File: src/rtl/key_event_encoder.sv
// key_event_encoder
//   Turns the first key slot of a HID boot report into a stream of ASCII
//   bytes. A stability filter suppresses report glitches, committed key
//   changes are translated (Shift aware) and queued in a small FIFO that
//   drains through a valid/ready handshake toward a console sink.
//
//   Optional build macro: KEY_RELEASE_EN
//     When defined, replacing a mapped key also emits a release byte
//     {1'b1, unshifted ASCII of the old key} ahead of the new press.
//
// Ports
//   clk         system clock, rising edge
//   rst         asynchronous active-low reset, clears all state
//   modifier    HID modifier byte (bit1 LShift, bit5 RShift)
//   keycode     HID usage code of the first key slot (0x00 = none)
//   ev_data     event byte at FIFO head
//   ev_valid    FIFO not empty
//   ev_ready    sink accepts; pop on ev_valid & ev_ready
//   fifo_level  current FIFO occupancy
//   overflow    sticky, an event was dropped on a full FIFO
module key_event_encoder #(
   parameter int FIFO_DEPTH    = 8,
   parameter int STABLE_CYCLES = 4
) (
   input  logic                          clk,
   input  logic                          rst,
   input  logic [7:0]                    modifier,
   input  logic [7:0]                    keycode,
   output logic [7:0]                    ev_data,
   output logic                          ev_valid,
   input  logic                          ev_ready,
   output logic [$clog2(FIFO_DEPTH):0]   fifo_level,
   output logic                          overflow
);

   localparam int PTR_W  = $clog2(FIFO_DEPTH);
   localparam int LVL_W  = PTR_W + 1;
   localparam int STAB_W = (STABLE_CYCLES > 1) ? $clog2(STABLE_CYCLES) : 1;
   localparam logic [STAB_W-1:0] STAB_MAX     = STAB_W'(STABLE_CYCLES - 1);
   localparam logic [LVL_W-1:0]  LVL_FULL     = LVL_W'(FIFO_DEPTH);
   localparam logic [7:0]        KEY_NONE     = 8'h00;
   localparam logic [7:0]        KEY_ROLLOVER = 8'h01;

   // Returns {mapped, ascii}; mapped = 0 means the code produces no event.
   function automatic logic [8:0] hid_to_ascii(input logic [7:0] code, input logic shift);
      logic [8:0] r;
      r = 9'h000;
      if ((code >= 8'h04) && (code <= 8'h1D)) begin
         r = {1'b1, (shift ? 8'h41 : 8'h61) + (code - 8'h04)};
      end else if ((code >= 8'h1E) && (code <= 8'h26)) begin
         r = {1'b1, 8'h31 + (code - 8'h1E)};
      end else begin
         case (code)
            8'h27:   r = {1'b1, 8'h30};
            8'h28:   r = {1'b1, 8'h0D};
            8'h2A:   r = {1'b1, 8'h08};
            8'h2B:   r = {1'b1, 8'h09};
            8'h2C:   r = {1'b1, 8'h20};
            default: r = 9'h000;
         endcase
      end
      return r;
   endfunction

   logic [7:0]        cand_r;
   logic [STAB_W-1:0] stab_r;
   logic [7:0]        prev_key_r;
   logic [7:0]        mem_r [FIFO_DEPTH];
   logic [PTR_W-1:0]  wr_ptr_r;
   logic [PTR_W-1:0]  rd_ptr_r;
   logic [LVL_W-1:0]  level_r;
   logic              overflow_r;

   logic              shift_s;
   logic              commit_s;
   logic [8:0]        new_map_s;
   logic              press_s;
   logic              push_s;
   logic [7:0]        push_data_s;
   logic              pop_s;
   logic              full_s;
   logic              accept_s;

   // Masking keeps every modifier bit referenced; only the two Shift bits matter.
   assign shift_s   = |(modifier & 8'h22);
   assign new_map_s = hid_to_ascii(cand_r, shift_s);
   assign press_s   = commit_s && (cand_r != KEY_NONE) && new_map_s[8];

`ifdef KEY_RELEASE_EN
   logic       pend_r;
   logic [7:0] pend_data_r;
   logic [8:0] old_map_s;
   logic       release_s;

   assign old_map_s = hid_to_ascii(prev_key_r, 1'b0);
   // A pending press blocks new commits so events never reorder.
   assign commit_s  = (stab_r == STAB_MAX) && (cand_r != prev_key_r) &&
                      (cand_r != KEY_ROLLOVER) && !pend_r;
   assign release_s = commit_s && (prev_key_r != KEY_NONE) && old_map_s[8];

   // Push selection: drain the held press first, then release, then plain press.
   always_comb begin
      push_s      = 1'b0;
      push_data_s = 8'h00;
      if (pend_r) begin
         push_s      = 1'b1;
         push_data_s = pend_data_r;
      end else if (release_s) begin
         push_s      = 1'b1;
         push_data_s = {1'b1, old_map_s[6:0]};
      end else if (press_s) begin
         push_s      = 1'b1;
         push_data_s = new_map_s[7:0];
      end else begin
         push_s      = 1'b0;
         push_data_s = 8'h00;
      end
   end

   // Holds the press that follows a release by one edge.
   always_ff @(posedge clk or negedge rst) begin
      if (!rst) begin
         pend_r      <= 1'b0;
         pend_data_r <= 8'h00;
      end else if (release_s && press_s) begin
         pend_r      <= 1'b1;
         pend_data_r <= new_map_s[7:0];
      end else if (pend_r) begin
         pend_r      <= 1'b0;
      end else begin
         pend_r      <= pend_r;
      end
   end
`else
   assign commit_s = (stab_r == STAB_MAX) && (cand_r != prev_key_r) &&
                     (cand_r != KEY_ROLLOVER);

   // Push selection: press events only.
   always_comb begin
      push_s      = 1'b0;
      push_data_s = 8'h00;
      if (press_s) begin
         push_s      = 1'b1;
         push_data_s = new_map_s[7:0];
      end else begin
         push_s      = 1'b0;
         push_data_s = 8'h00;
      end
   end
`endif

   assign pop_s    = (level_r != {LVL_W{1'b0}}) && ev_ready;
   assign full_s   = (level_r == LVL_FULL);
   assign accept_s = push_s && (!full_s || pop_s);

   // Stability filter and committed-key tracking.
   always_ff @(posedge clk or negedge rst) begin
      if (!rst) begin
         cand_r     <= 8'h00;
         stab_r     <= {STAB_W{1'b0}};
         prev_key_r <= 8'h00;
      end else begin
         if (keycode != cand_r) begin
            cand_r <= keycode;
            stab_r <= {STAB_W{1'b0}};
         end else if (stab_r != STAB_MAX) begin
            stab_r <= stab_r + STAB_W'(1);
         end else begin
            stab_r <= stab_r;
         end
         if (commit_s) begin
            prev_key_r <= cand_r;
         end else begin
            prev_key_r <= prev_key_r;
         end
      end
   end

   // Event FIFO storage, pointers, occupancy and sticky overflow.
   always_ff @(posedge clk or negedge rst) begin
      if (!rst) begin
         for (int i = 0; i < FIFO_DEPTH; i++) begin
            mem_r[i] <= 8'h00;
         end
         wr_ptr_r   <= {PTR_W{1'b0}};
         rd_ptr_r   <= {PTR_W{1'b0}};
         level_r    <= {LVL_W{1'b0}};
         overflow_r <= 1'b0;
      end else begin
         if (accept_s) begin
            mem_r[wr_ptr_r] <= push_data_s;
            wr_ptr_r        <= wr_ptr_r + PTR_W'(1);
         end
         if (pop_s) begin
            rd_ptr_r <= rd_ptr_r + PTR_W'(1);
         end
         case ({accept_s, pop_s})
            2'b10:   level_r <= level_r + LVL_W'(1);
            2'b01:   level_r <= level_r - LVL_W'(1);
            default: level_r <= level_r;
         endcase
         if (push_s && !accept_s) begin
            overflow_r <= 1'b1;
         end
      end
   end

   assign ev_data    = mem_r[rd_ptr_r];
   assign ev_valid   = (level_r != {LVL_W{1'b0}});
   assign fifo_level = level_r;
   assign overflow   = overflow_r;

endmodule

File: config.mk
export PLATFORM = sky130hd
export DESIGN_NAME = key_event_encoder
export DESIGN_NICKNAME = d
export VERILOG_FILES = /design/src/rtl/key_event_encoder.sv
export SDC_FILE = /design/constraint.sdc
export NUM_CORES = 1
export LEC_CHECK = 0
export ABC_AREA = 1
export CORE_ASPECT_RATIO = 0.9
export CORE_UTILIZATION = 60
export DETAILED_ROUTE_END_ITERATION = 8
export MAX_ROUTING_LAYER = met4
export PLACE_DENSITY = 0.82
export REMOVE_ABC_BUFFERS = 1
export SETUP_SLACK_MARGIN = 0.05
export SLEW_MARGIN = 20
export SYNTH_ARGS = -nofsm -noshare
export SYNTH_HDL_FRONTEND = slang
export SYNTH_SLANG_ARGS = --single-unit
File: constraint.sdc
create_clock -name clk -period 6 [get_ports clk]
set_input_delay 0.6 -clock clk [delete_from_list [all_inputs] [get_ports clk]]
set_output_delay 0.6 -clock clk [all_outputs]
set_load 0.05 [all_outputs]
=== After elaboration in Yosys (flattened, before gate mapping) ===
Cells that the tools add are included.
Widths: inputs -> output; s select.

* Register bits: 93
* Input bits: 19
* Output and inout bits: 14
* Logic and storage cells: 79

* Add/subtract/negate cells: 9
* Order comparisons: 7
* Eq/ne operators: 13
* Mux-type cells: 15
* Bitwise gates (word level): 2
* Reduce and logical (&&, ||, !) cells: 18

{| class="wikitable"
|+ Operator list
! cell !! count
|-
| $bwmux 64 || 1
|-
| $pmux 9 s5 || 1
|-
| $eq 8x6->1 const B || 5
|-
| $mux 8 || 4
|-
| $bmux 8 s3 || 1
|-
| $demux 8 s3 || 1
|-
| $mux 9 || 2
|-
| $ne 8x8->1 || 2
|-
| $logic_and 1x1->1 || 10
|-
| $add 6x8->8 const A || 1
|-
| $add 7x8->8 || 1
|-
| $ge 4x4->1 const B || 2
|-
| $ge 8x3->1 const B || 1
|-
| $ge 8x5->1 const B || 1
|-
| $le 8x5->1 const B || 1
|-
| $le 8x6->1 const B || 1
|-
| $ne 8x1->1 const B || 1
|-
| $not 3->4 || 2
|-
| $pmux 4 s2 || 1
|-
| $reduce_bool 8->1 || 1
|-
| $sub 8x3->8 const B || 1
|-
| $sub 8x5->8 const B || 1
|-
| $add 3x1->3 const B || 2
|-
| $mux 6 || 1
|-
| 15 further kinds || 19
|}

=== Logic depth before layout (Yosys ltp) ===
* Word-level depth: 9
* Depth in mapped cells: 20
* Gate-level depth less buffers: 19

=== Worst setup path before layout ===
Ideal clock, no wire load.

* Kind: reg2reg
* Start point: register level_r[1] (netlist: fifo_level[1])
* End point: register level_r[3] (netlist: fifo_level[3])
* Setup time: 0.123 ns
* Arrival: 3.108 ns
* Required time: 5.877 ns
* Slack: 2.768 ns
* Cell stages (with the launch flop): 16
* Path buffers: 1
* Period minus slack after synthesis: 3.232 ns
* Path through: dfrtp_1 nor2_1 nand3_1 nand2_1 nand4_1 nand3_2 buf_6 ha_1 ha_1 nand2_1 nor2_1 a211oi_1 nor2_1 nor2_1 nand2_1 xor2_1

* Cells in the longest elaborated chain, start to end: 6
* Elaborated cells on any way between the ends: 12
* Those cells by class: 2 x add/sub; 3 x eq/ne; 1 x mux; 6 x reduce/logical

{| class="wikitable"
|+ RTL lines
! item !! line !! RTL
|-
| start: declaration || 71 || <nowiki>logic [LVL_W-1:0] level_r;</nowiki>
|-
| start signal: assignment || 187 || <nowiki>level_r <= {LVL_W{1'b0}};</nowiki>
|-
| start signal: assignment || 198 || <nowiki>2'b10: level_r <= level_r + LVL_W'(1);</nowiki>
|-
| start signal: assignment || 199 || <nowiki>2'b01: level_r <= level_r - LVL_W'(1);</nowiki>
|-
| $reduce_bool 4->1 (*) || n/a ||
|-
| named net ev_valid || 30 || <nowiki>output logic ev_valid,</nowiki>
|-
| $logic_and 1x1->1 (*) || 152 || <nowiki>assign pop_s = (level_r != {LVL_W{1'b0}}) && ev_ready;</nowiki>
|-
| $logic_or 1x1->1 || 154 || <nowiki>assign accept_s = push_s && (!full_s || pop_s);</nowiki>
|-
| $logic_and 1x1->1 || 154 ||
|-
| $eq 2x1->1 or $eq 2x2->1 (tied branches) || 197 || <nowiki>case ({accept_s, pop_s})</nowiki>
|-
| $pmux 4 s2 or $reduce_bool 2->1 (tied branches) || n/a ||
|}

Mark *: on every way through the listed nets, which the timed path passes. The rest lies on a longest branch.
A chain may end at the register's enable or synchronous reset.

=== Worst setup path after layout ===
* Start point: register rd_ptr_r[0]
* End point: output ev_data[2]

* Cells in the longest elaborated chain, start to end: 4

{| class="wikitable"
|+ RTL lines
! item !! line !! RTL
|-
| start: declaration || 70 || <nowiki>logic [PTR_W-1:0] rd_ptr_r;</nowiki>
|-
| start signal: assignment || 186 || <nowiki>rd_ptr_r <= {PTR_W{1'b0}};</nowiki>
|-
| start signal: assignment || 195 || <nowiki>rd_ptr_r <= rd_ptr_r + PTR_W'(1);</nowiki>
|-
| $not 3->4 (implied by the code) || 208 || <nowiki>assign ev_data = mem_r[rd_ptr_r];</nowiki>
|-
| $bmux 8 s3 || 208 ||
|-
| $mux 8 (implied by the code) (2 in series) || 208 ||
|-
| end: declaration || 29 || <nowiki>output logic [7:0] ev_data,</nowiki>
|}

No other way between the ends. The select of a mux whose other input is x is not followed.

==> metrics.yaml <==
run_status:
  status: "complete, no violations"
routing:
  drt-vias-per-instance: 5.85
  wire_per_inst_um: 15.5
  drt_pass1_iterations: 5
  vias: 4950
  first_iter_violations: 500
  antenna_left: 0
  routed_wirelength_um: 13100
  drc: 0
worst_setup_path:
  timing.rr.start: "cand_r[3]"
  reg2regPathDepth: 19
  path_max_fanout: 34
  start_kind: "flip-flop"
  cp_data_arrival_time_ns: 3.20
  r2r_slack_ns: 2.43
  end_kind: "primary output"
  critPathKind: "reg2out"
  crit_required_ns: 5.40
  reg2reg_to: "fifo_level[3]"
floorplan:
  fp.dieW_um: 105
  rows: 33
  core_sq_um: 9170
  start_util_pct: 62.0
  dieArea_sq_um: 9860
  die_y_um: 94.3
  boundaryPins: 33
placement:
  gp_congestion: 0.907
  io_buffers: 26
  dp_hpwl_um: 9150
yosys:
  synth_top_flop_cell: "dfrtp_1"
  ys_seq_elements: 93
  netlist_instances: 715
  yosysTopAreaCellShare_pct: 41.0
  synth_edf_count: 0
  synth_area_leaders: "dfrtp_1 (41%), nand2_1 (14%), nand4_1 (6.6%)"
  postSynth.asyncResetShare_pct: 100
  synth.distinct_cells: 41
  yosys.area.top_type: "dfrtp_1"
  yosys_warnings: 0
  yosysSeqAreaShare_pct: 41.0
  synth_top_cells_by_count: "nand2_1 (217), dfrtp_1 (93), nor2_1 (91)"
  yosysMostFrequentCell: "nand2_1"
  synth_area_per_cell_sq_um: 7.95
  synth_area_sq_um: 5680
job:
  max_cap_viol_count: 0
layout:
  insertedDiodeCount: 0
  nets: 762
  drive_gt1_share_pct: 8.15
  area_growth_pct: 6.67
timing:
  fin_crit_ns: 3.80
  setup_tns_ns: 0
  worst_pin_slew_ns: 0.964
  drv_slew: 0
  hold_viol_final: 0
  fin_skew_ns: 0.0130
  slew-limit-headroom_pct: 35.6
  fin_crit_sh_pct: 63.3
  setup_viol: 0
  rsz0062_at_grt: "false"
  max_freq_ghz: 0.263
cts:
  numCtsBuffers: 9
  post_cts_resized: 0
  cts_hold_buf: 0
  ctsLongestPathBuffers: 2
  ctsRootBufferMaster: "clkbuf_8"
  clkTransAtPathRegs_ns: 0.10
  cts_sinks: 93
  post_cts_buffers: 0
  clock_latency_ns: 0.36
  h-tree-depth: 3
  cts_tree: "built"
power_and_ir_drop:
  p_per_area_nw_per_um2: 331
  p_leak_nw: 2.97
  totalPowerFinal_mw: 2.00
  ir_drop_v: 0.000302
grt:
  antenna_found_initial: 0
  grt_pass1_vias: 4596
  grt.overflow.total: 0
  grt_use_total_pct: 29.2
  grt_max_degree: 60
  grt_pass1_wl_um: 22100
min_path:
  hp-class: "in2async"
cell type report:
type                    instances  area (sq um)
clock buffers                  11           141
clock inverters                 5          43.8
fillers                       753          3110
inverters                      42           158
multi-input cells             543          2950
flip-flops and latches         93          2330
well taps                     122           153
repair buffers                 30           288
registers in the layout, indices dropped and copies added, names as in the netlist:
register / cells
fifo_level: 4
cand_r: 8
wr_ptr_r: 3
prev_key_r: 8
rd_ptr_r: 3
mem_r: 64
overflow: 1
stab_r: 2
where the power goes:
part | internal, mW | total [mW] | switching, mW
Clock | 0.167 | 0.401 | 0.233
Sequential | 0.654 | 0.701 | 0.0470
Combinational | 0.286 | 0.903 | 0.617
Total | 1.11 | 2.00 | 0.897
critical path, cell delays in order (launching register included):
cell,delay [ns]
dfrtp_1,0.37
buf_4,0.25
inv_1,0.74
o21ai_0,0.18
o22ai_1,0.22
nor2_1,0.06
a31oi_1,0.16
clkdlybuf4s50_1,0.83
through the flow:
stage	util, %	hold slack [ns]	setup WS, ns	area (sq um)	instances
final	66.1	0.180	2.20	6060	846
after global routing	66.1	0.198	1.96	6060	846
after CTS	66.1	0.191	2.20	6060	846
after detailed placement	64.1	0.456	2.52	5880	830
after global placement	64.1	0.450	2.61	5880	830
after floorplan	-	0.304	0.741	5440	678
how the worst max path moves through the flow:
stage	from	to	cells past startpoint
floorplan	fifo_level[1]	fifo_level[3]	14
global placement	cand_r[3]	fifo_level[3]	19
detailed placement	cand_r[3]	fifo_level[3]	19
CTS	rd_ptr_r[0]	ev_data[5]	7
global route	rd_ptr_r[0]	ev_data[7]	7
finish	rd_ptr_r[0]	ev_data[2]	7
placed cells by master (no fill, tap or decap), drive strengths merged, types with 3 or more instances in the layout:
cell type	n
xor2	13
o22ai	8
inv	43
nand4	60
nor2	102
a21oi	7
dfrtp	93
nand3	25
nand3b	3
a31oi	8
clkdlybuf4s50	25
xnor2	14
buf	5
nand2	223
clkbuf	11
or2	3
o21ai	44
ha	23
cell families after synthesis:
| family | share of synthesized area (%) |
|---|---|
| buf+inv | 7.11 |
| xor+xnor | 4.16 |
| mux | 0.573 |
| fa+ha+maj | 5.42 |
| compound gates | 7.00 |
| simple gates | 34.8 |
| flops | 41.0 |
routing by layer:
layer  global-route usage [%]  vias up  part of all wire (%)
met1                     39.8     2371                    45
li1                         -     2369                     -
met3                     5.20       18                   6.8
met5                        -        -                     0
met4                     8.10        0                   1.2
met2                     45.3      192                    47
No activity file was read; power rests on OpenSTA's default activity.
==> RTL edit 1: new RTL, same flow settings <==
The option `KEY_RELEASE_EN` is turned on by a define.
--- a/src/rtl/key_event_encoder.sv
+++ b/src/rtl/key_event_encoder.sv
@@ -18,6 +18,8 @@
 //   ev_ready    sink accepts; pop on ev_valid & ev_ready
 //   fifo_level  current FIFO occupancy
 //   overflow    sticky, an event was dropped on a full FIFO
+`define KEY_RELEASE_EN
+
 module key_event_encoder #(
    parameter int FIFO_DEPTH    = 8,
    parameter int STABLE_CYCLES = 4
Check against the original RTL: not equivalent (Yosys sat finds a counterexample within 10 cycles, from zero or initial values and one cycle with rst low).
==> RTL edit 1 against the original RTL <==
  * Die area increased by 12%
  * Critical endpoint is now ev_data[3]
  * Largest cell class unchanged
  * Area after synthesis increased by 12%
  * Wire length is 20% higher
  * Sequential cell count up 9
  * Power grew 10%
  * Critical path type unchanged
  * Cell area is 15% higher
  * Setup slack got worse by 110 ps
  * Highest routed layer unchanged
==> RTL edit 1: results (changes against the original RTL) <==
* Outcome: completed (unchanged)
* Global-route wire length before repair at 26.2 mm (was 22.1 mm)
* Cell Count Post-Placement at 995 (was 830)
* Global Route met2 Usage at 0.466 (was 0.453)
* Most common library cells after synthesis: nand2_1 (330), nor2_1 (109), dfrtp_1 (102) (was nand2_1 (217), dfrtp_1 (93), nor2_1 (91))
* Post-Syn Instances at 864 (was 715)
* Detailed Routing Iterations Pass 1 at 6 (was 5)
* Final hold slack at 130 ps (was 180 ps)
* Xor/xnor share of the synthesized area at 0.0399 (was 0.0416)
* Fillers at 841 (was 753)
* Worst slew margin at 0.331 (was 0.356)
* Post-synthesis adder-cell area fraction at 0.0581 (was 0.0542)
* Met1 Use GR at 0.433 (was 0.398)
* Peak supply drop at 0.294 mV (was 0.302 mV)
* Layout cells sized above 1 at 0.0738 (was 0.0815)
* Async set-reset flop share out of synthesis at 1.00 (unchanged)
* WL met3 at 1.35 mm (was 884 um)
* Leak at 3.68 nW (was 2.97 nW)
* Root Buffer: clkbuf_16 (was clkbuf_8)
* Routed vias at 5773 (was 4950)
* DR WL met2 at 7.31 mm (was 6.13 mm)
* Clk slew on worst S/H paths at 70 ps (was 100 ps)
* Top reg by flops: mem_r (unchanged)
* Post-DP HPWL at 11.0 mm (was 9.15 mm)
* Worst Path Arrival at 3300 ps (was 3200 ps)
* GRT met3 Usage at 0.0530 (was 0.0520)
* Iter 0 DRT Violations at 702 (was 500)
* Finished Layout Cells at 1010 (was 846)
* NumNets Final at 925 (was 762)
* Routability cong. at 0.953 (was 0.907)
* Final WL at 15.7 mm (was 13.1 mm)
* Setup WS pre-CTS at 2490 ps (was 2520 ps)
* GRT Util Overall at 0.310 (was 0.292)
* CP Capture Point: ev_data[3] (was ev_data[2])
* Post-DP Area at 0.00666 mm2 (was 0.00588 mm2)
* Final clock skew at 9.37 ps (was 13.0 ps)
* Reg2reg path depth at 23 (was 19)
* Largest cells by area after synthesis: dfrtp_1 (40%), nand2_1 (19%), nor2_1 (6.4%) (was dfrtp_1 (41%), nand2_1 (14%), nand4_1 (6.6%))
* Register area share after synthesis at 0.401 (was 0.410)
RTL edit 1: cell types whose count changed after synthesis, moves of 12 or more:
cell     before  now
nand4_1      60    6
nand2_1     217  330
inv_1        38   58
o21ai_0      43   55
nand3_1      14   35
nor2_1       91  109
RTL edit 1: layout make-up:
type,count,area [um2],area share
clock buffers,9,225,0.0324
clock inverters,6,55.1,0.00793
inverters,69,262,0.0376
multi-input cells,667,3410,0.492
flip-flops and latches,102,2550,0.367
well taps,129,161,0.0232
repair buffers,28,277,0.0398
RTL edit 1: where the power goes:
part	switching (mW)	internal [mW]
logic	0.599	0.283
registers	0.0467	0.714
clock network	0.277	0.288
RTL edit 1: critical path, stage by stage, from the launching register on:
cell and delay (ps):
dfrtp_1 360, buf_4 240, inv_1 770, o21ai_0 440, a31oi_1 290, clkdlybuf4s50_1 830
==> RTL edit 2: new RTL, same flow settings <==
Without the edit above. Put one more register stage on the output `fifo_level`, with the module's reset. The value now appears one clock later. The other outputs are not delayed to match.
--- a/src/rtl/key_event_encoder.sv
+++ b/src/rtl/key_event_encoder.sv
@@ -207,7 +207,13 @@
 
    assign ev_data    = mem_r[rd_ptr_r];
    assign ev_valid   = (level_r != {LVL_W{1'b0}});
-   assign fifo_level = level_r;
+   always_ff @(posedge clk or negedge rst) begin
+      if (!rst) begin
+         fifo_level <= '0;
+      end else begin
+         fifo_level <= level_r;
+      end
+   end
    assign overflow   = overflow_r;
 
 endmodule
Behaviour: not the same (Yosys sat finds a counterexample within 10 cycles, from zero or initial values and one cycle with rst low).
==> RTL edit 2 against the original RTL <==
  * Cell area is essentially flat
  * Maximum frequency shrank 4.5%
  * Non-clock buffer count is the same
  * Sequential cell count grew 4
  * Area after synthesis shrank 0.33%
  * Global-route usage grew 2.3 points
  * Setup slack lost 180 ps
  * Wire length grew 7.3%
  * Power grew 3.6%
  * Largest cell class unchanged
  * Largest power group unchanged
==> RTL edit 2: results (changes against the original RTL) <==
* Final WL at 14.0 mm (was 13.1 mm)
* Worst path max stage delay at 570 ps (was 830 ps)
* Peak supply drop at 0.317 mV (was 0.302 mV)
* Met1 Use GR at 0.401 (was 0.398)
* Final clock skew at 14.6 ps (was 13.0 ps)
* Register area share after synthesis at 0.429 (was 0.410)
* Htree depth at 3 (unchanged)
* IO Port Bufs at 26 (unchanged)
* Crit-path max FO at 73 (was 34)
* GRT Util Overall at 0.316 (was 0.292)
* Worst-Skew Late Latency at 380 ps (was 360 ps)
* Met1 WL at 5.99 mm (was 5.91 mm)
* Max clock buf depth at 2 (unchanged)
* Mux cell area share after synthesis at 0.00177 (was 0.00573)
* Synthesized area per cell at 7.84 um2 (was 7.95 um2)
* Synth cell types at 39 (was 41)
* Outcome: completed (unchanged)
* Post-synthesis adder-cell area fraction at 0.0544 (was 0.0542)
* Most common library cells after synthesis: nand2_1 (214), dfrtp_1 (97), nor2_1 (83) (was nand2_1 (217), dfrtp_1 (93), nor2_1 (91))
* Reg2reg end: level_r[3]$_DFFE_PN0P_ (was fifo_level[3]$_DFFE_PN0P_)
* Xor/xnor share of the synthesized area at 0.0340 (was 0.0416)
* Register-to-register setup slack at 2020 ps (was 2430 ps)
* Root Buffer: clkbuf_8 (unchanged)
* DR WL met2 at 6.66 mm (was 6.13 mm)
* NumNets Final at 767 (was 762)
* Post-DP HPWL at 9.24 mm (was 9.15 mm)
* Pin count of the biggest net entering global routing at 76 (was 60)
* Worst Path Arrival at 4250 ps (was 3200 ps)
* Finished Layout Cells at 851 (was 846)
* Cell family with most CP delay: simple AND/OR/NAND/NOR gates (was buffers and inverters)
* Setup WS pre-CTS at 2090 ps (was 2520 ps)
* CP Class: register to register (was register to output pin)
* Global Route met2 Usage at 0.506 (was 0.453)
* Largest cells by area after synthesis: dfrtp_1 (43%), nand2_1 (14%), nand4_1 (7.8%) (was dfrtp_1 (41%), nand2_1 (14%), nand4_1 (6.6%))
* Global-route wire length before repair at 23.5 mm (was 22.1 mm)
* Fin crit share at 0.663 (was 0.633)
* Slowest cell on crit path: dfrtp_1 (was clkdlybuf4s50_1)
* WL met3 at 988 um (was 884 um)
* GRT met3 Usage at 0.0479 (was 0.0520)
* Leak at 3.05 nW (was 2.97 nW)
* Vias in the first global route at 4784 (was 4596)
* Detailed Routing Iterations Pass 1 at 5 (unchanged)
* Worst-Margin Slew at 1020 ps (was 964 ps)
* Synth Area in Compound Gates at 0.0720 (was 0.0700)
* Reg2reg path depth at 22 (was 19)
* Routability cong. at 0.928 (was 0.907)
* Layout cells sized above 1 at 0.0700 (was 0.0815)
* Routed vias/inst at 5.90 (was 5.85)
* Cell Count Post-Placement at 835 (was 830)
* Iter 0 DRT Violations at 558 (was 500)
-- RTL edit 2: changes by cell type after synthesis, moves of 3 or more --
cell     before  now
nand3_1      14   25
nand4_1      60   71
nand3_4       8    0
nor2_1       91   83
inv_1        38   32
dfrtp_1      93   97
o21ai_0      43   47
a21oi_1       5    8
nand2_1     217  214
xor2_1       13   10
-- RTL edit 2: area by class of cell --
cell class                 instances  area, um2
clock buffer                      10        128
clock inverter                     6       48.8
fill                             788       3070
inverter                          39        149
multi-input combinational        547       2870
sequential                        97       2430
tap                              122        153
timing repair buffer              30        288
-- RTL edit 2: stage by stage --
stage	instance area [um2]	hold WS (ps)
floorplan	5440	304
global placement	5880	382
detailed placement	5880	403
CTS	6060	119
global route	6060	126
finish	6060	110
-- RTL edit 2: where the power goes --
| group | total, mW | switching, mW | internal, mW |
|---|---|---|---|
| logic | 0.924 | 0.637 | 0.287 |
| clock network | 0.408 | 0.251 | 0.156 |
| registers | 0.744 | 0.0503 | 0.694 |
| total | 2.08 | 0.939 | 1.14 |
